$ cat src/rtl/ldm_stm_sequencer.sv
// LDM/STM block-transfer sequencer.
// Walks a register list lowest-first, one memory transfer per register,
// generates word addresses for the IA/IB/DA/DB modes and optionally
// writes the final address back to the base register.
module ldm_stm_sequencer #(
    parameter int ADDR_W = 32,
    parameter int REGS   = 16
) (
    input  logic                     clock,
    input  logic                     reset,
    input  logic                     start,
    input  logic                     is_load,
    input  logic [REGS-1:0]          reg_list,
    input  logic [$clog2(REGS)-1:0]  base_reg,
    input  logic [ADDR_W-1:0]        base_addr,
    input  logic                     up,
    input  logic                     pre,
    input  logic                     writeback,
    output logic [$clog2(REGS)-1:0]  rf_read_num,
    input  logic [ADDR_W-1:0]        rf_read_data,
    output logic [$clog2(REGS)-1:0]  rf_write_reg,
    output logic [ADDR_W-1:0]        rf_write_data,
    output logic                     rf_regwrite,
    output logic                     mem_req,
    output logic                     mem_we,
    output logic [ADDR_W-1:0]        mem_addr,
    output logic [ADDR_W-1:0]        mem_wdata,
    input  logic                     mem_ack,
    input  logic [ADDR_W-1:0]        mem_rdata,
    output logic                     busy,
    output logic                     done
);

    localparam int RW = $clog2(REGS);
    localparam int CW = $clog2(REGS + 1);

    typedef enum logic [2:0] {
        S_IDLE,
        S_SETUP,
        S_XFER,
        S_LOAD_WR,
        S_WB,
        S_DONE
    } state_t;

    state_t            state;
    logic [REGS-1:0]   list_r;
    logic [REGS-1:0]   list_next;
    logic              is_load_r;
    logic              up_r;
    logic              pre_r;
    logic              wb_en_r;
    logic [RW-1:0]     base_reg_r;
    logic [RW-1:0]     cur;
    logic [RW-1:0]     cur_r;
    logic [ADDR_W-1:0] base_r;
    logic [ADDR_W-1:0] addr_r;
    logic [ADDR_W-1:0] final_r;
    logic [ADDR_W-1:0] rdata_r;
    logic [CW-1:0]     count;
    logic [ADDR_W-1:0] span;
    logic [ADDR_W-1:0] start_addr;
    logic [ADDR_W-1:0] final_addr;

    function automatic logic [CW-1:0] popcount(input logic [REGS-1:0] v);
        logic [CW-1:0] n;
        n = '0;
        for (int i = 0; i < REGS; i++) begin
            n = n + CW'(v[i]);
        end
        return n;
    endfunction

    // Remaining list with its lowest set bit removed (the register just transferred).
    assign list_next = list_r & (list_r - REGS'(1));

    // Lowest set bit of the remaining list selects the register for this transfer.
    always_comb begin
        cur = '0;
        for (int i = REGS - 1; i >= 0; i--) begin
            if (list_r[i]) begin
                cur = RW'(i);
            end
        end
    end

    // Lowest and final addresses; the lowest register always lands at the lowest address.
    always_comb begin
        count = popcount(list_r);
        span  = ADDR_W'(count) << 2;
        if (up_r) begin
            final_addr = base_r + span;
            start_addr = pre_r ? base_r + ADDR_W'(4) : base_r;
        end else begin
            final_addr = base_r - span;
            start_addr = pre_r ? base_r - span : base_r - span + ADDR_W'(4);
        end
    end

    // Control: state sequencing and the remaining register list.
    always_ff @(posedge clock or posedge reset) begin
        if (reset) begin
            state  <= S_IDLE;
            list_r <= '0;
        end else begin
            case (state)
                S_IDLE: begin
                    if (start) begin
                        list_r <= reg_list;
                        state  <= S_SETUP;
                    end
                end
                S_SETUP: begin
                    state <= (list_r == '0) ? S_DONE : S_XFER;
                end
                S_XFER: begin
                    if (mem_ack) begin
                        list_r <= list_next;
                        if (is_load_r) begin
                            state <= S_LOAD_WR;
                        end else if (list_next == '0) begin
                            state <= S_WB;
                        end
                    end
                end
                S_LOAD_WR: begin
                    state <= (list_r == '0) ? S_WB : S_XFER;
                end
                S_WB:    state <= S_DONE;
                S_DONE:  state <= S_IDLE;
                default: state <= S_IDLE;
            endcase
        end
    end

    // Datapath: command capture, address stepping and load-data capture.
    always_ff @(posedge clock) begin
        case (state)
            S_IDLE: begin
                if (start) begin
                    is_load_r  <= is_load;
                    up_r       <= up;
                    pre_r      <= pre;
                    base_reg_r <= base_reg;
                    base_r     <= base_addr;
                    // A load that includes the base register keeps the loaded value.
                    wb_en_r    <= writeback & ~(is_load & reg_list[base_reg]);
                end
            end
            S_SETUP: begin
                addr_r  <= start_addr;
                final_r <= final_addr;
            end
            S_XFER: begin
                if (mem_ack) begin
                    addr_r  <= addr_r + ADDR_W'(4);
                    cur_r   <= cur;
                    rdata_r <= mem_rdata;
                end
            end
            default: ;
        endcase
    end

    // Output decode from the registered state; everything idles at zero.
    always_comb begin
        busy          = (state == S_SETUP) || (state == S_XFER) ||
                        (state == S_LOAD_WR) || (state == S_WB);
        done          = (state == S_DONE);
        mem_req       = (state == S_XFER);
        mem_we        = (state == S_XFER) && !is_load_r;
        mem_addr      = (state == S_XFER) ? addr_r : '0;
        rf_read_num   = mem_we ? cur : '0;
        mem_wdata     = mem_we ? rf_read_data : '0;
        rf_regwrite   = 1'b0;
        rf_write_reg  = '0;
        rf_write_data = '0;
        if (state == S_LOAD_WR) begin
            rf_regwrite   = 1'b1;
            rf_write_reg  = cur_r;
            rf_write_data = rdata_r;
        end else if (state == S_WB && wb_en_r) begin
            rf_regwrite   = 1'b1;
            rf_write_reg  = base_reg_r;
            rf_write_data = final_r;
        end
    end

endmodule

$ cat config.mk
export PLATFORM = sky130hd
export DESIGN_NAME = ldm_stm_sequencer
export DESIGN_NICKNAME = d
export VERILOG_FILES = /design/src/rtl/ldm_stm_sequencer.sv
export SDC_FILE = /design/constraint.sdc
export NUM_CORES = 1
export LEC_CHECK = 0
export CAP_MARGIN = 20
export CORE_ASPECT_RATIO = 0.5
export CORE_MARGIN = 2
export CORE_UTILIZATION = 40
export DETAILED_ROUTE_END_ITERATION = 16
export PLACE_DENSITY = 0.65
export SYNTH_ARGS = -nofsm -noshare
export SYNTH_HDL_FRONTEND = slang
export SYNTH_SLANG_ARGS = --single-unit
$ cat constraint.sdc
create_clock -name clock -period 14.3 [get_ports clock]
set_input_delay 3.575 -clock clock [delete_from_list [all_inputs] [get_ports clock]]
set_output_delay 3.575 -clock clock [all_outputs]
set_load 0.005 [all_outputs]
## After elaboration in Yosys (flattened, before gate mapping)

Index checks and enable logic that the tools add are counted.

- Register bits: 159
- Output and inout bits: 109

- Bitwise logic cells: 4
- Add/subtract/negate cells: 21
- Muxes and demuxes: 43
- Reduce and logical (&&, ||, !) cells: 16
- Equal/unequal tests: 8
- Order comparisons: 1

Operators by type and width:

| cell | number |
|---|---|
| 2-to-1 mux 32 bit | 9 |
| adder 32 x 3 -> 32 bit (second input constant) | 3 |
| 2-to-1 mux 4 bit | 19 |
| one-hot mux 32 bit (2 select lines) | 1 |
| adder 5 x 1 -> 5 bit | 11 |
| adder 32 x 7 -> 32 bit | 1 |
| logical NOT 16 bit | 2 |
| 2-to-1 mux 16 bit | 2 |
| one-hot mux 16 bit (2 select lines) | 1 |
| subtractor 32 x 7 -> 32 bit | 1 |
| 2-to-1 mux 3 bit | 6 |
| AND 16 bit | 1 |
| subtractor 16 x 1 -> 16 bit (second input constant) | 1 |
| one-hot mux 3 bit (5 select lines) | 1 |
| equality test 3 x 2 -> 1 bit (second input constant) | 2 |
| equality test 3 bit (second input constant) | 2 |
| AND reduction 2 bit | 3 |
| AND reduction 3 bit | 2 |
| adder 4 x 1 -> 5 bit | 1 |
| < comparator 4 x 5 -> 1 bit (second input constant) | 1 |
| adder 3 x 1 -> 4 bit | 1 |
| binary-select mux 1 bit (select 4 bit) | 1 |
| nonzero test 2 bit | 2 |
| adder 2 x 1 -> 3 bit | 1 |
| 12 further kinds | 18 |

## Longest topological paths before layout

Gate-level depths: netlist (run 1).

- Depth after elaboration: 20
- Depth in mapped cells: 26
- Mapped depth without buffers: 23

## Worst setup path after synthesis (run 1)

Ideal clock, no wire load.

- Path type: in2out
- Start point: in rf_read_data[0]
- End point: out mem_wdata[0]
- Required time: 10.725 ns
- Arrival time: 3.700 ns
- Stages: 1
- Path buffers: 0
- Slack: 7.025 ns
- Cell sequence: and2_1

- Longest elaborated chain between the ends: 1

Ends and longest elaborated chain:

| element | line | text |
|---|---|---|
| from (decl) | 20 | `input logic [ADDR_W-1:0] rf_read_data,` |
| 2-to-1 mux 32 bit | 174 | `mem_wdata = mem_we ? rf_read_data : '0;` |
| to (decl) | 27 | `output logic [ADDR_W-1:0] mem_wdata,` |

Every way passes these cells.

## Worst setup path after layout (run 1)

- Start point: in rf_read_data[28]
- End point: out mem_wdata[28]

The elaborated chain is that of the path after synthesis.

==> impl_metrics.ini, run 1 <==
[die]
dieWidth_um = 239
row_count = 42
start_util_pct = 41.2
die_h_um = 121
dieArea_um2 = 29000
num_io_pins = 233
core_um2 = 26700

[logic_synthesis]
async_flop_share_pct = 11.9
ys_ff_latch = 159
netlist_area_um2 = 11000
synth_area_leaders = edfxtp_1 (38%), xnor2_1 (5.6%), dfrtp_1 (4.3%)
synthCells = 1131
synth_fp_nets = 1288
synth_warnings = 0
ys_seq_area_share_pct = 42.4
synth_area_leader_cell = edfxtp_1
synth_top_area_share_pct = 38.1
ys.flop_type = edfxtp_1
avgSynthCellArea_um2 = 9.76
synth_cell_types = 83
synth-edff-count = 140

[finish]
drive_above_1_share_pct = 6.01
nets = 1475
n_antenna_cell = 0
nFillCells = 2368
area_growth_pct = 28.5

[setup_path]
end_kind = primary output
critPathKind = in -> out
critPathRequiredTime_ns = 10.72
arrival_ns = 4.65
path_max_fanout = 1
start_kind = primary input

[routing]
drt-met1-wl_um = 17300
highest_layer = met5
drc = 0
first_pass_iters = 5
vias_per_cell = 5.78
routedWlPerCell_um = 22.1
drtIter0Drc = 1251
wl_met2_um = 16200
met3_length_um = 2920
routed_wl_um = 37200
ant_nets = 0
dr_total_vias = 9733

[timing]
max_freq_ghz = 0.122
setup-violations-final = 0
hold_viol_final = 0
finClkSkew_ns = 0.00943
final.setup.tns_ns = 0
min_period_ns = 8.23
tightestPinTransition_ns = 1.09
slew_headroom_pct = 26.5
report.final.slew_viol_count = 0
post-route-period-util_pct = 57.5
rsz0062_at_grt = false

[clock_tree]
cts_buffer_depth = 2
cts-resized-gates = 0
cts.sinks = 159
cts_tree = yes
cts-htree-levels = 4
ctsHoldBuffers = 0
cts_buffers = 17
root_buffer = clkbuf_16
worstSkewPairLatency_ns = 0.45
postCtsSetupBuffers = 0
clk_pin_slew_worst_paths_ns = 0.07

[grt]
antenna_found_initial = 2
grt_max_degree = 68
grt_pass1_wl_um = 55400
overflow = 0
grt_pass1_vias = 9248
grt_usage_pct = 25.6

[run_status]
status = completed

[placed_design]
numPortBuffers = 232
dp_hpwl_um = 28200
place_congestion = 0.954

[run]
drv_cap = 0

[hold_path]
hold_class = reg -> reg
[state kept, by name, indices dropped and copies added (netlist names), 3 cells and up]
register	cells
addr_r	32
base_r	32
final_r	32
rdata_r	32
list_r	16
base_reg_r	4
cur_r	4
state	3
[critical path, cell delays in order]
cell and delay (ns):
clkdlybuf4s50_1 0.45, and2_1 0.13, clkdlybuf4s50_1 0.50
[cell families after synthesis]
family | count (synthesis) | share of synthesized area, %
compound gates | 235 | 14.5
xor+xnor | 120 | 9.53
fa+ha+maj | 33 | 4.56
buf+inv | 121 | 4.51
flops | 159 | 42.4
mux | 16 | 2.14
simple gates | 447 | 22.3
[final timing paths]
kind | start | endpoint | slack [ns] | depth (start not counted)
setup / recovery | rf_read_data[28] | mem_wdata[28] | 6.07 | 3
hold / removal | base_r[0]$_DFFE_PP_ | final_r[0]$_DFFE_PP_ | 0.45 | 0
setup reg to reg | list_r[11]$_DFFE_PP0P_ | addr_r[20]$_DFFE_PP_ | 6.92 | 19
max in group asynchronous | reset | list_r[1]$_DFFE_PP0P_ | 10.24 | 2
min in group asynchronous | reset | list_r[11]$_DFFE_PP0P_ | 3.57 | 2
hold reg to reg | base_r[0]$_DFFE_PP_ | final_r[0]$_DFFE_PP_ | 0.45 | 0
[placed cells by master (no fill, tap or decap), types with 17 or more instances in the layout]
master,n
and2_1,43
nand2_1,90
nand3_1,40
o21ai_0,45
and3_1,44
edfxtp_1,140
nor3_1,36
clkdlybuf4s50_1,232
dfrtp_1,19
nand4_1,25
inv_1,45
ha_1,21
nor2_1,78
clkbuf_16,17
a21oi_1,50
o22ai_1,17
xnor2_1,70
xor2_1,50
a22o_1,46
[per-stage QoR]
stage | util (%) | setup WS, ns | hold WS [ns] | instances | cell area (um^2)
after global routing | 53.0 | 6.01 | 0.470 | 1683 | 14200
after CTS | 52.8 | 6.06 | 0.451 | 1681 | 14100
after detailed placement | 50.7 | 6.07 | 0.434 | 1649 | 13600
after floorplan | - | 7.03 | 0.417 | 1131 | 11000
final | 53.0 | 6.07 | 0.448 | 1683 | 14200
after global placement | 50.7 | 6.06 | 0.429 | 1649 | 13600
[synth_stat cells, types with 5 or more instances]
master	count
dfrtp_1	19
buf_2	11
and4_1	6
clkbuf_1	50
edfxtp_1	140
nand2b_1	8
and2_1	43
a21o_1	6
or2_2	5
o21ai_0	45
nand2_1	90
nor2_1	79
buf_1	9
mux4_2	6
a21oi_1	50
or4_1	9
a22o_1	46
o31ai_1	6
o21ai_1	5
fa_1	12
xnor2_1	70
mux2i_1	9
a211oi_1	5
nor4_1	14
ha_1	21
nand3_1	40
nand4_1	25
a31oi_1	9
o22ai_1	17
or3_1	9
o21bai_1	5
xor2_1	50
nor3_1	38
and3_1	45
inv_1	45
[layout make-up]
class,count,area (um^2),area share (%)
Clock buffer,17,425,3.00
Clock inverter,15,153,1.08
Inverter,46,173,1.22
Multi-Input combinational cell,851,5870,41.4
Sequential cell,159,4680,33.0
Tap cell,352,440,3.11
Timing Repair Buffer,243,2430,17.2
[per-layer routing]
metal / vias up / GRT usage (%)
li1: 4533 / -
met5: - / 0
met1: 4733 / 37.1
met4: 2 / 6.60
met2: 418 / 39.2
met3: 47 / 5.05
Power of run 1 is not shown: default switching activity piles up to over one toggle a cycle in this logic, so the estimate is an artifact.
==> run 2, diff against run 1 <==
Clock period 14.3 ns to 8.1 ns, I/O delays scaled along.
==> run 2 against run 1 <==
Against the previous run: first-iteration DRC count grew 13%; hold slack better by 0.0054 ns; register-to-register slack got worse by 5.8 ns; die area stayed put; non-clock buffer count increased by 3; critical path depth up 16; highest routed layer is now met4; final area down 0.11%.
==> impl_metrics.ini, run 2 (synthesized netlist as in run 1, its figures left out) <==
[die]
core_um2 = 26700
start_util_pct = 41.2
row_count = 42
dieArea_um2 = 29000
dieWidth_um = 239
num_io_pins = 233
die_h_um = 121

[placed_design]
place_congestion = 0.949
numPortBuffers = 232
dp_hpwl_um = 29100

[setup_path]
cp_slowest_cell = or4_1
start_kind = register
end_kind = register
r2r_start = list_r[11]$_DFFE_PP0P_
arrival_ns = 7.16
rr_endpoint = addr_r[14]$_DFFE_PP_
critPathRequiredTime_ns = 8.28
r2r_slack_ns = 1.12
path_cells = inv_1, fa_1, fa_1, fa_1, fa_1, inv_1, ha_1, fa_1, xor2_1, ha_1, or2_4, a211oi_4, o31a_1, o221ai_2, or4_1, nor4b_1, o31ai_1, xor2_1, o21ai_0
crit_top_cell = fa_1
path_max_fanout = 9
worstRegToRegCells = 19
critPathKind = reg -> reg
slowest_delay_ns = 0.72

[hold_path]
min_to = final_r[0]$_DFFE_PP_
min_path_cells = 0
hold_class = reg -> reg
min_from = base_r[0]$_DFFE_PP_

[finish]
nFillCells = 2416
drive_above_1_share_pct = 5.77
n_antenna_cell = 0
final_common_cell = clkdlybuf4s50_1
nets = 1478
area_growth_pct = 28.3
most-common-layout-cells = clkdlybuf4s50_1 (232), edfxtp_1 (140), nand2_1 (90)

[grt]
antenna_found_initial = 1
grt_pass1_wl_um = 56800
grt_pass1_vias = 9263
overflow = 0
grt_max_degree = 44
grt_usage_pct = 26.3

[routing]
drtIter0Drc = 1417
vias_per_cell = 5.86
first_pass_iters = 7
dr_total_vias = 9872
routed_wl_um = 38100
routedWlPerCell_um = 22.6
ant_nets = 0
drc = 0

[clock_tree]
ctsHoldBuffers = 0
clk_pin_slew_worst_paths_ns = 0.07
postCtsSetupBuffers = 0
worstSkewPairLatency_ns = 0.45
cts_tree = yes
cts.sinks = 159
cts_buffers = 17
cts-htree-levels = 4
root_buffer = clkbuf_16
cts_buffer_depth = 2
cts-resized-gates = 0

[timing]
hold_viol_final = 0
final.setup.tns_ns = 0
finClkSkew_ns = 0.00804
post-route-period-util_pct = 86.2
min_period_ns = 6.98
rsz0062_at_grt = false
report.final.slew_viol_count = 0
setup-violations-final = 0
max_freq_ghz = 0.143
slew_headroom_pct = 30.0
tightestPinTransition_ns = 1.03

[run_status]
status = completed

[run]
drv_cap = 0
-- run 2: routing by layer --
layer  GRT usage [%]  part of all wire [%]  vias to the layer above
li1                -                     -                     4543
met1            38.7                    46                     4775
met2            39.8                    43                      511
met3            4.85                   8.6                       43
met4            6.48                   1.7                        0
met5               0                     0                        -
-- run 2: stage by stage --
step	utilization, %	hold WS, ns	worst slack [ns]	area (um^2)	std cells
floorplan	-	0.417	1.70	11000	1131
global placement	50.8	0.424	1.26	13600	1652
detailed placement	50.8	0.437	1.22	13600	1652
CTS	52.8	0.453	1.18	14100	1684
global route	52.9	0.470	0.793	14200	1686
finish	52.9	0.453	1.12	14200	1686
-- run 2: final cells by class --
cell class | count | area [um^2] | area share (%)
clock inverters | 11 | 92.6 | 0.654
well taps | 352 | 440 | 3.11
flip-flops and latches | 159 | 4680 | 33.1
inverters | 46 | 173 | 1.22
multi-input cells | 851 | 5880 | 41.5
repair buffers | 246 | 2450 | 17.3
clock buffers | 21 | 440 | 3.11
-- run 2: how the worst max path moves through the flow --
stage                                 from                    to  slack (ns)  depth (start not counted)
floorplan            list_r[3]$_DFFE_PP0P_  addr_r[21]$_DFFE_PP_        1.70                         24
global placement    list_r[11]$_DFFE_PP0P_  addr_r[14]$_DFFE_PP_        1.26                         20
detailed placement   list_r[1]$_DFFE_PP0P_  addr_r[14]$_DFFE_PP_        1.22                         20
CTS                 list_r[11]$_DFFE_PP0P_  addr_r[14]$_DFFE_PP_        1.18                         18
global route         list_r[0]$_DFFE_PP0P_  addr_r[14]$_DFFE_PP_        0.79                         20
finish              list_r[11]$_DFFE_PP0P_  addr_r[14]$_DFFE_PP_        1.12                         19
-- run 2: critical path: cells and delay by family (launching register included) --
family / cells / cell delay (ns)
adder cells (fa/ha/maj): 7 / 2.92
AO/OA/AOI/OAI: 5 / 1.36
AND/OR/NAND/NOR: 3 / 1.27
XOR/XNOR: 2 / 0.54
flip-flops: 1 / 0.45
buffers and inverters: 2 / 0.18
Power of run 2 is left out for the same reason.
